File: config.mk
export PLATFORM = sky130hd
export DESIGN_NAME = uart_rx_fifo_flat
export DESIGN_NICKNAME = d
export VERILOG_FILES = /design/src/rtl/uart_rx_fifo_if.sv /design/src/rtl/uart_rx_fifo.sv /design/src/flat_wrapper.sv
export SDC_FILE = /design/constraint.sdc
export NUM_CORES = 1
export LEC_CHECK = 0
export BUFFER_PORTS_ARGS = -buffer_cell sky130_fd_sc_hd__buf_2
export CAP_MARGIN = 25
export CORE_MARGIN = 1
export CORE_UTILIZATION = 24
export CTS_CLUSTER_DIAMETER = 40
export CTS_CLUSTER_SIZE = 28
export DETAILED_ROUTE_END_ITERATION = 8
export SLEW_MARGIN = 20
export SYNTH_ARGS = -nofsm -noshare
export SYNTH_HDL_FRONTEND = slang
export SYNTH_SLANG_ARGS = --single-unit
File: constraint.sdc
create_clock -name clk -period 8 [get_ports clk]
set_input_delay 0.4 -clock clk [delete_from_list [all_inputs] [get_ports clk]]
set_output_delay 0.4 -clock clk [all_outputs]
set_load 0.005 [all_outputs]
File: src/rtl/uart_rx_fifo_if.sv
`default_nettype none
// ============================================================================
// Module      : uart_rx_fifo_if
// Description : Read-side bus of the UART receiver: FIFO head, occupancy,
//               flow control and sticky error flags, plus the consumer's
//               pop / clear-error requests.
//   slave  modport : the receiver (drives rdata/rvalid/count/rts/flags)
//   master modport : the consumer (drives pop/clr_err)
// Revision    : 1.0 - initial release
// ============================================================================
interface uart_rx_fifo_if #(
    parameter int DATA_W = 8,
    parameter int DEPTH  = 8
);
    logic                     pop;
    logic                     clr_err;
    logic [DATA_W-1:0]        rdata;
    logic                     rvalid;
    logic [$clog2(DEPTH):0]   count;
    logic                     rts;
    logic                     frame_err;
    logic                     parity_err;
    logic                     overrun;

    modport slave (
        input  pop, clr_err,
        output rdata, rvalid, count, rts, frame_err, parity_err, overrun
    );

    modport master (
        output pop, clr_err,
        input  rdata, rvalid, count, rts, frame_err, parity_err, overrun
    );
endinterface
`default_nettype wire

File: src/rtl/uart_rx_fifo.sv
`default_nettype none
// ============================================================================
// Module      : uart_rx_fifo
// Description : Oversampling UART receiver feeding a first-word-fall-through
//               receive FIFO with RTS flow control and sticky error flags.
// Ports       : clk        - sole clock, rising edge
//               nReset     - synchronous reset, ACTIVE HIGH despite its name
//               rx         - asynchronous serial input, idle high
//               baud_div   - clk cycles per oversample tick (0 acts as 1)
//               parity_en  - frame carries a parity bit
//               parity_odd - parity sense (0 even, 1 odd)
//               two_stop   - frame carries two stop bits
//               bus        - read-side bus (pop, clr_err, rdata, rvalid,
//                            count, rts, frame_err, parity_err, overrun)
// Revision    : 1.0 - initial release
// ============================================================================
module uart_rx_fifo #(
    parameter int DATA_W     = 8,
    parameter int DEPTH      = 8,
    parameter int OVS        = 16,
    parameter int DIV_W      = 16,
    parameter int RTS_THRESH = DEPTH - 2
) (
    input  logic             clk,
    input  logic             nReset,
    input  logic             rx,
    input  logic [DIV_W-1:0] baud_div,
    input  logic             parity_en,
    input  logic             parity_odd,
    input  logic             two_stop,
    uart_rx_fifo_if.slave    bus
);
    localparam int c_PTR_W = $clog2(DEPTH);
    localparam int c_CNT_W = $clog2(DEPTH) + 1;
    localparam int c_OVS_W = $clog2(OVS);
    localparam int c_BIT_W = $clog2(DATA_W);

    localparam logic [c_OVS_W-1:0] c_OVS_LAST = c_OVS_W'(OVS - 1);
    localparam logic [c_OVS_W-1:0] c_OVS_MID  = c_OVS_W'(OVS / 2 - 1);
    localparam logic [c_BIT_W-1:0] c_BIT_LAST = c_BIT_W'(DATA_W - 1);
    localparam logic [c_CNT_W-1:0] c_FULL     = c_CNT_W'(DEPTH);
    localparam logic [c_CNT_W-1:0] c_RTS_LVL  = c_CNT_W'(RTS_THRESH);

    typedef enum logic [2:0] {
        S_IDLE   = 3'd0,
        S_START  = 3'd1,
        S_DATA   = 3'd2,
        S_PARITY = 3'd3,
        S_STOP   = 3'd4
    } state_t;

    // ------------------------------------------------------------------
    // Input synchroniser (resets to the idle level so reset never looks
    // like a start bit)
    // ------------------------------------------------------------------
    logic r_rxMeta;
    logic r_rxSync;

    always_ff @(posedge clk) begin
        if (nReset) begin
            r_rxMeta <= 1'b1;
            r_rxSync <= 1'b1;
        end else begin
            r_rxMeta <= rx;
            r_rxSync <= r_rxMeta;
        end
    end

    // ------------------------------------------------------------------
    // Oversample tick: down-counter reloaded from baud_div only when it
    // expires, so a divisor change never truncates the current period.
    // ------------------------------------------------------------------
    logic [DIV_W-1:0] r_divCnt;
    logic [DIV_W-1:0] w_divReload;
    logic             w_tick;

    assign w_tick      = (r_divCnt == '0);
    assign w_divReload = (baud_div == '0) ? '0 : baud_div - DIV_W'(1);

    always_ff @(posedge clk) begin
        if (nReset) begin
            r_divCnt <= '0;
        end else if (w_tick) begin
            r_divCnt <= w_divReload;
        end else begin
            r_divCnt <= r_divCnt - DIV_W'(1);
        end
    end

    // ------------------------------------------------------------------
    // Frame FSM
    // ------------------------------------------------------------------
    state_t              r_state,     w_stateNext;
    logic [c_OVS_W-1:0]  r_ovsCnt,    w_ovsNext;
    logic [c_BIT_W-1:0]  r_bitCnt,    w_bitNext;
    logic [DATA_W-1:0]   r_shift,     w_shiftNext;
    logic                r_parBad,    w_parBadNext;
    logic                r_stopBad,   w_stopBadNext;
    logic                r_stopIdx,   w_stopIdxNext;
    logic                r_fmtParEn,  w_fmtParEnNext;
    logic                r_fmtParOdd, w_fmtParOddNext;
    logic                r_fmtTwo,    w_fmtTwoNext;
    logic                w_pushReq;
    logic                w_setFrameErr;
    logic                w_setParityErr;
    logic                w_stopBadNow;

    always_ff @(posedge clk) begin
        if (nReset) begin
            r_state     <= S_IDLE;
            r_ovsCnt    <= '0;
            r_bitCnt    <= '0;
            r_shift     <= '0;
            r_parBad    <= 1'b0;
            r_stopBad   <= 1'b0;
            r_stopIdx   <= 1'b0;
            r_fmtParEn  <= 1'b0;
            r_fmtParOdd <= 1'b0;
            r_fmtTwo    <= 1'b0;
        end else begin
            r_state     <= w_stateNext;
            r_ovsCnt    <= w_ovsNext;
            r_bitCnt    <= w_bitNext;
            r_shift     <= w_shiftNext;
            r_parBad    <= w_parBadNext;
            r_stopBad   <= w_stopBadNext;
            r_stopIdx   <= w_stopIdxNext;
            r_fmtParEn  <= w_fmtParEnNext;
            r_fmtParOdd <= w_fmtParOddNext;
            r_fmtTwo    <= w_fmtTwoNext;
        end
    end

    always_comb begin
        w_stateNext      = r_state;
        w_ovsNext        = r_ovsCnt;
        w_bitNext        = r_bitCnt;
        w_shiftNext      = r_shift;
        w_parBadNext     = r_parBad;
        w_stopBadNext    = r_stopBad;
        w_stopIdxNext    = r_stopIdx;
        w_fmtParEnNext   = r_fmtParEn;
        w_fmtParOddNext  = r_fmtParOdd;
        w_fmtTwoNext     = r_fmtTwo;
        w_pushReq        = 1'b0;
        w_setFrameErr    = 1'b0;
        w_setParityErr   = 1'b0;
        w_stopBadNow     = r_stopBad | ~r_rxSync;

        if (w_tick) begin
            case (r_state)
                S_IDLE: begin
                    if (!r_rxSync) begin
                        w_stateNext     = S_START;
                        w_ovsNext       = '0;
                        // Frame format is frozen for the whole frame here
                        w_fmtParEnNext  = parity_en;
                        w_fmtParOddNext = parity_odd;
                        w_fmtTwoNext    = two_stop;
                    end
                end

                S_START: begin
                    if (r_ovsCnt == c_OVS_MID) begin
                        w_ovsNext = '0;
                        if (!r_rxSync) begin
                            w_stateNext   = S_DATA;
                            w_bitNext     = '0;
                            w_parBadNext  = 1'b0;
                            w_stopBadNext = 1'b0;
                            w_stopIdxNext = 1'b0;
                        end else begin
                            // Glitch shorter than half a bit: quietly ignore
                            w_stateNext = S_IDLE;
                        end
                    end else begin
                        w_ovsNext = r_ovsCnt + c_OVS_W'(1);
                    end
                end

                S_DATA: begin
                    if (r_ovsCnt == c_OVS_LAST) begin
                        w_ovsNext   = '0;
                        // LSB arrives first, so shift in from the top
                        w_shiftNext = {r_rxSync, r_shift[DATA_W-1:1]};
                        if (r_bitCnt == c_BIT_LAST) begin
                            w_stateNext = r_fmtParEn ? S_PARITY : S_STOP;
                        end else begin
                            w_bitNext = r_bitCnt + c_BIT_W'(1);
                        end
                    end else begin
                        w_ovsNext = r_ovsCnt + c_OVS_W'(1);
                    end
                end

                S_PARITY: begin
                    if (r_ovsCnt == c_OVS_LAST) begin
                        w_ovsNext    = '0;
                        w_stateNext  = S_STOP;
                        w_parBadNext = (r_rxSync != ((^r_shift) ^ r_fmtParOdd));
                    end else begin
                        w_ovsNext = r_ovsCnt + c_OVS_W'(1);
                    end
                end

                S_STOP: begin
                    if (r_ovsCnt == c_OVS_LAST) begin
                        w_ovsNext = '0;
                        if (r_fmtTwo && !r_stopIdx) begin
                            w_stopIdxNext = 1'b1;
                            w_stopBadNext = w_stopBadNow;
                        end else begin
                            w_stateNext    = S_IDLE;
                            w_setFrameErr  = w_stopBadNow;
                            w_setParityErr = r_parBad;
                            w_pushReq      = ~w_stopBadNow & ~r_parBad;
                        end
                    end else begin
                        w_ovsNext = r_ovsCnt + c_OVS_W'(1);
                    end
                end

                default: begin
                    w_stateNext = S_IDLE;
                    w_ovsNext   = '0;
                end
            endcase
        end
    end

    // ------------------------------------------------------------------
    // Receive FIFO (first word falls through onto rdata)
    // ------------------------------------------------------------------
    logic [DATA_W-1:0]  r_mem [DEPTH];
    logic [c_PTR_W-1:0] r_wrPtr;
    logic [c_PTR_W-1:0] r_rdPtr;
    logic [c_CNT_W-1:0] r_count;
    logic [c_CNT_W-1:0] w_countNext;
    logic               w_full;
    logic               w_empty;
    logic               w_doPush;
    logic               w_doPop;
    logic               r_rts;
    logic               r_frameErr;
    logic               r_parityErr;
    logic               r_overrun;

    assign w_full   = (r_count == c_FULL);
    assign w_empty  = (r_count == '0);
    assign w_doPop  = bus.pop & ~w_empty;
    // A pop in the same cycle frees the slot, so a full FIFO still accepts
    assign w_doPush = w_pushReq & (~w_full | w_doPop);

    assign w_countNext = r_count + {{(c_CNT_W-1){1'b0}}, w_doPush}
                                 - {{(c_CNT_W-1){1'b0}}, w_doPop};

    always_ff @(posedge clk) begin
        if (w_doPush) begin
            r_mem[r_wrPtr] <= r_shift;
        end
    end

    always_ff @(posedge clk) begin
        if (nReset) begin
            r_wrPtr     <= '0;
            r_rdPtr     <= '0;
            r_count     <= '0;
            r_rts       <= 1'b0;
            r_frameErr  <= 1'b0;
            r_parityErr <= 1'b0;
            r_overrun   <= 1'b0;
        end else begin
            if (w_doPush) begin
                r_wrPtr <= r_wrPtr + c_PTR_W'(1);
            end
            if (w_doPop) begin
                r_rdPtr <= r_rdPtr + c_PTR_W'(1);
            end
            r_count <= w_countNext;
            // Derived from next-state count so rts moves with count
            r_rts   <= (w_countNext >= c_RTS_LVL);
            // Set beats clear when both happen in one cycle
            r_frameErr  <= (r_frameErr  & ~bus.clr_err) | w_setFrameErr;
            r_parityErr <= (r_parityErr & ~bus.clr_err) | w_setParityErr;
            r_overrun   <= (r_overrun   & ~bus.clr_err) | (w_pushReq & ~w_doPush);
        end
    end

    assign bus.rdata      = w_empty ? '0 : r_mem[r_rdPtr];
    assign bus.rvalid     = ~w_empty;
    assign bus.count      = r_count;
    assign bus.rts        = r_rts;
    assign bus.frame_err  = r_frameErr;
    assign bus.parity_err = r_parityErr;
    assign bus.overrun    = r_overrun;

endmodule
`default_nettype wire

File: src/flat_wrapper.sv
// flat-port wrapper written by rule: the top's interface ports become plain ports
module uart_rx_fifo_flat 
#(
    parameter int DATA_W     = 8,
    parameter int DEPTH      = 8,
    parameter int OVS        = 16,
    parameter int DIV_W      = 16,
    parameter int RTS_THRESH = DEPTH - 2
)
  (clk, nReset, rx, baud_div, parity_en, parity_odd, two_stop, bus_pop, bus_clr_err, bus_rdata, bus_rvalid, bus_count, bus_rts, bus_frame_err, bus_parity_err, bus_overrun);
  uart_rx_fifo_if #(.DATA_W(DATA_W), .DEPTH(DEPTH)) bus_i ();
  input  logic clk;
  input  logic nReset;
  input  logic rx;
  input  logic [DIV_W-1:0] baud_div;
  input  logic parity_en;
  input  logic parity_odd;
  input  logic two_stop;
  input wire logic [$bits(bus_i.pop)-1:0] bus_pop;
  input wire logic [$bits(bus_i.clr_err)-1:0] bus_clr_err;
  output wire logic [$bits(bus_i.rdata)-1:0] bus_rdata;
  output wire logic [$bits(bus_i.rvalid)-1:0] bus_rvalid;
  output wire logic [$bits(bus_i.count)-1:0] bus_count;
  output wire logic [$bits(bus_i.rts)-1:0] bus_rts;
  output wire logic [$bits(bus_i.frame_err)-1:0] bus_frame_err;
  output wire logic [$bits(bus_i.parity_err)-1:0] bus_parity_err;
  output wire logic [$bits(bus_i.overrun)-1:0] bus_overrun;
  assign bus_i.pop = bus_pop;
  assign bus_i.clr_err = bus_clr_err;
  assign bus_rdata = bus_i.rdata;
  assign bus_rvalid = bus_i.rvalid;
  assign bus_count = bus_i.count;
  assign bus_rts = bus_i.rts;
  assign bus_frame_err = bus_i.frame_err;
  assign bus_parity_err = bus_i.parity_err;
  assign bus_overrun = bus_i.overrun;
  uart_rx_fifo #(.DATA_W(DATA_W), .DEPTH(DEPTH), .OVS(OVS), .DIV_W(DIV_W), .RTS_THRESH(RTS_THRESH)) u_core (.clk(clk), .nReset(nReset), .rx(rx), .baud_div(baud_div), .parity_en(parity_en), .parity_odd(parity_odd), .two_stop(two_stop), .bus(bus_i));
endmodule
After elaboration in Yosys (flattened, before gate mapping):

Memories as Yosys holds them, arrays and structs flattened. A register that Yosys moved wholly into a read port is not among the register bits.
Index checks and enable logic that the tools add are counted.

* muxes and demuxes: 48
* bitwise gates (word level): 20
* reductions and logical operators: 18
* eq/ne operators: 19
* shift-type cells: 0
* order comparisons: 1
* divide/modulo/power cells: 0
* $add $sub $neg: 8
* $mul: 0

Operator list (count)
* 3-bit two-way mux: 14
* 16-bit logical NOT: 2
* 16-bit two-way mux: 2
* 16-bit by 1-bit subtractor with 16-bit output, second input constant: 2
* 1-bit two-way mux: 21
* 3-bit case mux with 5 select lines: 1
* 4-bit two-way mux: 3
* 2-bit by 1-bit inequality test with 1-bit output, second input constant: 6
* 4-bit case mux with 3 select lines: 1
* 6-bit AND reduction: 2
* 3-bit by 1-bit adder with 3-bit output, second input constant: 3
* 4-bit == test, second input constant: 2
* 8-bit two-way mux: 1
* 2-bit inequality test, second input constant: 4
* 8-bit AND reduction: 1
* 8-bit parity: 1
* 1-bit AND: 7
* 1-bit NOT: 7
* 3-bit by 2-bit == test with 1-bit output, second input constant: 2
* 3-bit == test, second input constant: 2
* 1-bit case mux with 2 select lines: 3
* 3-bit case mux with 2 select lines: 1
* 3-bit AND reduction: 2
* 2-bit nonzero test: 3
* 17 further kinds: 21

* bits in latches: 0
* input bits: 24
* flip-flop bits (word level): 56
* bits in read-only memories: 0
* output and inout port bits: 17
* memories: 1
* logic and storage cells: 135
* memory bits (writable): 64

Memory list
* u_core.r_mem: depth 8, width 8, rd ports 1, clocked after memory_dff 1, wr ports 1, line uart_rx_fifo.sv:234 `logic [DATA_W-1:0] r_mem [DEPTH];`

Longest topological paths before layout:

* word-level depth: 12
* depth in mapped cells: 15

Worst setup path before layout:

Ideal clock, no wire load.

* path type: reg-to-reg
* start point: register u_core.r_divCnt[11]
* end point: memory u_core.r_mem[2][0], enable pin
* slack: 5.147 ns
* arrival time: 2.468 ns
* buffers on the path: 1
* cell stages (with the launch flop): 7
* setup time: 0.385 ns
* cells stage by stage: dfxtp_1 -> or3_1 -> buf_2 -> or3_1 -> nor4_4 -> nand2b_1 -> nor3b_1

* longest elaborated chain between the ends: 5

Ends and longest elaborated chain
* start: declaration: line uart_rx_fifo.sv:73 `logic [DIV_W-1:0] r_divCnt;`
* start signal: assignment: line uart_rx_fifo.sv:84 `r_divCnt <= w_divReload;`
* start signal: assignment: line uart_rx_fifo.sv:86 `r_divCnt <= r_divCnt - DIV_W'(1);`
* 16-bit logical NOT: line uart_rx_fifo.sv:77 `assign w_tick = (r_divCnt == '0);`
* 1-bit two-way mux: line uart_rx_fifo.sv:150 `if (w_tick) begin`
* 1-bit AND: line uart_rx_fifo.sv:252 `assign w_doPush = w_pushReq & (~w_full | w_doPop);`
* named net u_core.w_doPush: line uart_rx_fifo.sv:241 `logic w_doPush;`
* 1-bit two-way mux: line uart_rx_fifo.sv:258 `if (w_doPush) begin`
* 1-bit two-way mux (implied by the code): line uart_rx_fifo.sv:259 `r_mem[r_wrPtr] <= r_shift;`
* end: declaration: line uart_rx_fifo.sv:234

The timed path passes the listed nets, and every way through them passes these cells.

Final worst setup path:

* start point: register u_core.r_divCnt[11]
* end point: memory u_core.r_mem[5][3], enable pin

Same word-level chain as after synthesis.

==> impl_metrics.csv <==
group,metric,value,unit
routing,postRouteWirelength,12000,microns
worst_setup_path,worst-endpoint-required,8.12,ns
logic_synthesis,yosys.area_share.xor_xnor,4.72,%
logic_synthesis,post_synth_fa_ha_maj_area_fraction,3.12,%
grt,grt_remaining_overflow,0,
worst_setup_path,timing.setup.critical_path_class,"reg2reg",
cts,cts.clk_slew.worst_paths,0.05,ns
worst_setup_path,cpPeakStageDelay,0.56,ns
floorplan,dieWidth,158,microns
grt,maximum_number_of_pins_on_one_net_before_global_route_repair,61,
logic_synthesis,flops_latches_synth,123,
logic_synthesis,synth.avg_cell_area,11.4,sq um
logic_synthesis,synth_async_sr_flop_share,0,%
cts,clock_latency,0.41,ns
logic_synthesis,cell_count_after_synthesis,516,
cts,post_cts_repair_timing_setup_buffer_count,0,
pwr,power_per_cell_area,301,nW/um^2
logic_synthesis,synth_sequential_area_ratio,52.9,%
routing,detail_route.wl_per_cell,13.5,microns
sta,grt_setup_unrepaired,"false",
floorplan,die_h,158,microns
routing,average_via_count_per_standard_cell,4.47,
pwr,power_leakage,0.00254,uW
layout,finish.net_count,594,
worst_setup_path,cp_cell_sequence,"or3_1, or3_1, nor4_4, nand2_1, nor3b_1, buf_2",
cts,clock-root-buffer,"sky130_fd_sc_hd__clkbuf_16",
grt,first_global_vias,3870,
cts,clock_tree_from_tritoncts,"done",
routing,drt_iter0_drc,239,
logic_synthesis,synth_fp_nets,554,
grt,grt_antenna_before_repair,0,
worst_setup_path,timing.reg2reg.setup_slack,4.92,ns
outcome,outcome,"finished clean",
hold_path,holdCritPathClass,"in2reg",
grt,first_pass_grt_wire_length,19700,microns
placement,dp_hpwl,8470,microns
sta,maxSlewViolCount,0,
cts,tritoncts.num_buffers,17,
floorplan,initial_core_util,24.8,%
sta,setup_viol,0,
flow_run,maxCapViolations,0,
routing,drt_first_pass_iters,4,
sta,worst-slew-pin-transition,0.925,ns
hold_path,critical_hold_path_startpoint,"rx",
worst_setup_path,critical_path.max_fanout,7,
floorplan,core_region_area,23700,sq um
worst_setup_path,r2r_depth,6,
worst_setup_path,worstReg2RegEnd,"u_core.r_mem[5][3]$_DFFE_PP_",
routing,ant_nets,0,
sta,finalCritPeriodShare,38.5,%
sta,hold_viol_final,0,
pwr,worst_voltage_drop_across_the_vdd_grid,0.000151,V
sta,relSlewSlack,38.1,%
layout,final_cell_mix,"64 x sky130_fd_sc_hd__edfxtp_1, 59 x sky130_fd_sc_hd__dfxtp_1, 53 x sky130_fd_sc_hd__nor2_1",
worst_setup_path,critical_path_arrival,3.19,ns
sta,setup_total_negative_slack,0,ns
logic_synthesis,ys_dominant_reg_cell,"sky130_fd_sc_hd__edfxtp_1",
layout,n_antenna_cell,0,
cts,clock_sinks,123,
placement,gp_congestion,0.743,
logic_synthesis,synthMuxAreaShare,10.2,%
logic_synthesis,largest_family_of_logic_cells_by_synthesized_area,"simple AND/OR/NAND/NOR gates",
sta,maximum_achievable_frequency,325,MHz
placement,cell_area_reported_after_detailed_placement,6420,sq um
layout,syn2layout_area_growth,19.7,%
cts,cts-hold-fix-buffers,0,
routing,remaining_drc_errors,0,
hold_path,holdPathStages,2,
worst_setup_path,timing.critical_path.mode_cell,"sky130_fd_sc_hd__or3_1",
worst_setup_path,critical_r2r_launch,"u_core.r_divCnt[11]$_SDFF_PP0_",
hold_path,min_to,"u_core.r_rxMeta$_SDFF_PP1_",
layout,final_layout_size_suffix_gt1_share,20.0,%
placement,place.port_buffers,40,
worst_setup_path,critical_path.startpoint_type,"flop",
grt,grt_util_all_layers,10.4,%
floorplan,core.rowCount,56,
logic_synthesis,synth.lib_cells_used.distinct,53,
worst_setup_path,setup.worst_path.end_class,"flop",
sta,period_needed,3.08,ns
layout,finish.instance_area,7020,sq um
logic_synthesis,post_synth_and_or_nand_nor_area_fraction,19.1,%
worst_setup_path,cpMaxStageDelayCell,"sky130_fd_sc_hd__nor3b_1",
cts,number_of_h_tree_levels,4,
logic_synthesis,synth_compound_gate_area_share,7.04,%
cts,clk_path_buf_depth,2,
pwr,total_power,2110,uW
logic_synthesis,yosysWarningCount,0,
layout,mostFrequentLayoutCell,"sky130_fd_sc_hd__edfxtp_1",
routing,total_number_of_vias,3966,
floorplan,io_pins,41,
cts,ctsResizeCount,0,
floorplan,floorplan.die_area,25100,sq um
sta,finClkSkew,0.00665,ns
logic_synthesis,synth_cell_area,5860,sq um
logic_synthesis,synth_enable_flop_cells,64,
## worst max-delay path by stage
| stage | startpoint | endpoint | slack [ns] | cells after the start |
|---|---|---|---|---|
| after floorplan | u_core.r_divCnt[11]$_SDFF_PP0_ | u_core.r_mem[2][0]$_DFFE_PP_ | 5.15 | 6 |
| after global placement | u_core.r_divCnt[11]$_SDFF_PP0_ | u_core.r_mem[4][2]$_DFFE_PP_ | 4.71 | 5 |
| after detailed placement | u_core.r_divCnt[11]$_SDFF_PP0_ | u_core.r_mem[2][1]$_DFFE_PP_ | 4.60 | 5 |
| after CTS | u_core.r_divCnt[11]$_SDFF_PP0_ | u_core.r_mem[2][2]$_DFFE_PP_ | 4.60 | 5 |
| after global routing | u_core.r_divCnt[4]$_SDFF_PP0_ | u_core.r_mem[5][1]$_DFFE_PP_ | 4.58 | 6 |
| final | u_core.r_divCnt[11]$_SDFF_PP0_ | u_core.r_mem[5][3]$_DFFE_PP_ | 4.92 | 6 |
## worst max-delay path, delay by kind of cell, from the launching register on
kind,cells,cell delay [ns]
simple gates,5,2.14
flops,1,0.35
buf+inv,1,0.29
## where the power goes
group	internal [uW]	switching [uW]	total, uW
clock	485	269	754
sequential	707	65.2	772
combinational	275	312	587
## kinds of logic (layout without fill, tap and decap cells)
logic type,Yosys count,after routing
AOI/OAI and AO/OA,68,68
DFF,123,123
buffers and inverters,43,96
and+or+nand+nor,198,198
xor gates and xnor gates,30,30
adders and majority gates,14,14
muxes,40,40
## per-layer routing
metal	global-route usage [%]	vias up	wire [microns]
li1	-	1991	-
met1	13.1	1889	5580
met2	17.2	74	5880
met3	3.05	12	462
met4	3.48	0	103
met5	0	-	0
## cell usage after synthesis (5+ instances only)
master	number	share of area [%]
sky130_fd_sc_hd__inv_1	18	1.2
sky130_fd_sc_hd__or2_2	8	0.85
sky130_fd_sc_hd__xnor2_1	14	2.1
sky130_fd_sc_hd__nand3_1	21	1.8
sky130_fd_sc_hd__nor3b_1	7	0.90
sky130_fd_sc_hd__a21oi_1	35	3.0
sky130_fd_sc_hd__xor2_1	15	2.2
sky130_fd_sc_hd__clkbuf_1	19	1.2
sky130_fd_sc_hd__ha_1	13	2.8
sky130_fd_sc_hd__nand2b_1	10	1.1
sky130_fd_sc_hd__mux4_2	16	6.1
sky130_fd_sc_hd__edfxtp_1	64	33
sky130_fd_sc_hd__nor2_1	53	3.4
sky130_fd_sc_hd__nor2b_1	11	1.2
sky130_fd_sc_hd__nor3_1	16	1.4
sky130_fd_sc_hd__mux2i_1	24	4.1
sky130_fd_sc_hd__o21ai_0	7	0.60
sky130_fd_sc_hd__or4_1	5	0.64
sky130_fd_sc_hd__nor4_1	10	1.1
sky130_fd_sc_hd__nand4_1	9	0.96
sky130_fd_sc_hd__nand2_1	19	1.2
sky130_fd_sc_hd__dfxtp_1	59	20
## registers in the layout, indices dropped and copies added (netlist names), 3 cells and up, named ones only
signal,cells
u_core.r_state,3
u_core.r_rdPtr,3
u_core.r_shift,8
u_core.bus.count,4
u_core.r_wrPtr,3
u_core.r_ovsCnt,4
u_core.r_divCnt,16
u_core.r_bitCnt,3
u_core.r_mem,64
## layout make-up
cell class	count	area (sq um)
sequential	123	3100
inverter	18	67.6
fill	2476	16700
tap	319	399
multi-input combinational	350	2610
clock buffer	22	475
timing repair buffer	46	248
clock inverter	10	115
## metrics by stage
stage / setup slack, ns / utilization (%) / instances / hold WS (ns)
6_report: 4.92 / 29.6 / 888 / 0.184
5_1_grt: 4.58 / 29.6 / 888 / 0.176
4_1_cts: 4.60 / 29.6 / 888 / 0.172
3_5_place_dp: 4.60 / 27.1 / 856 / 0.406
3_3_place_gp: 4.71 / 26.9 / 852 / 0.413
2_1_floorplan: 5.15 / - / 516 / 0.389
(Power assumes the default switching activity.)
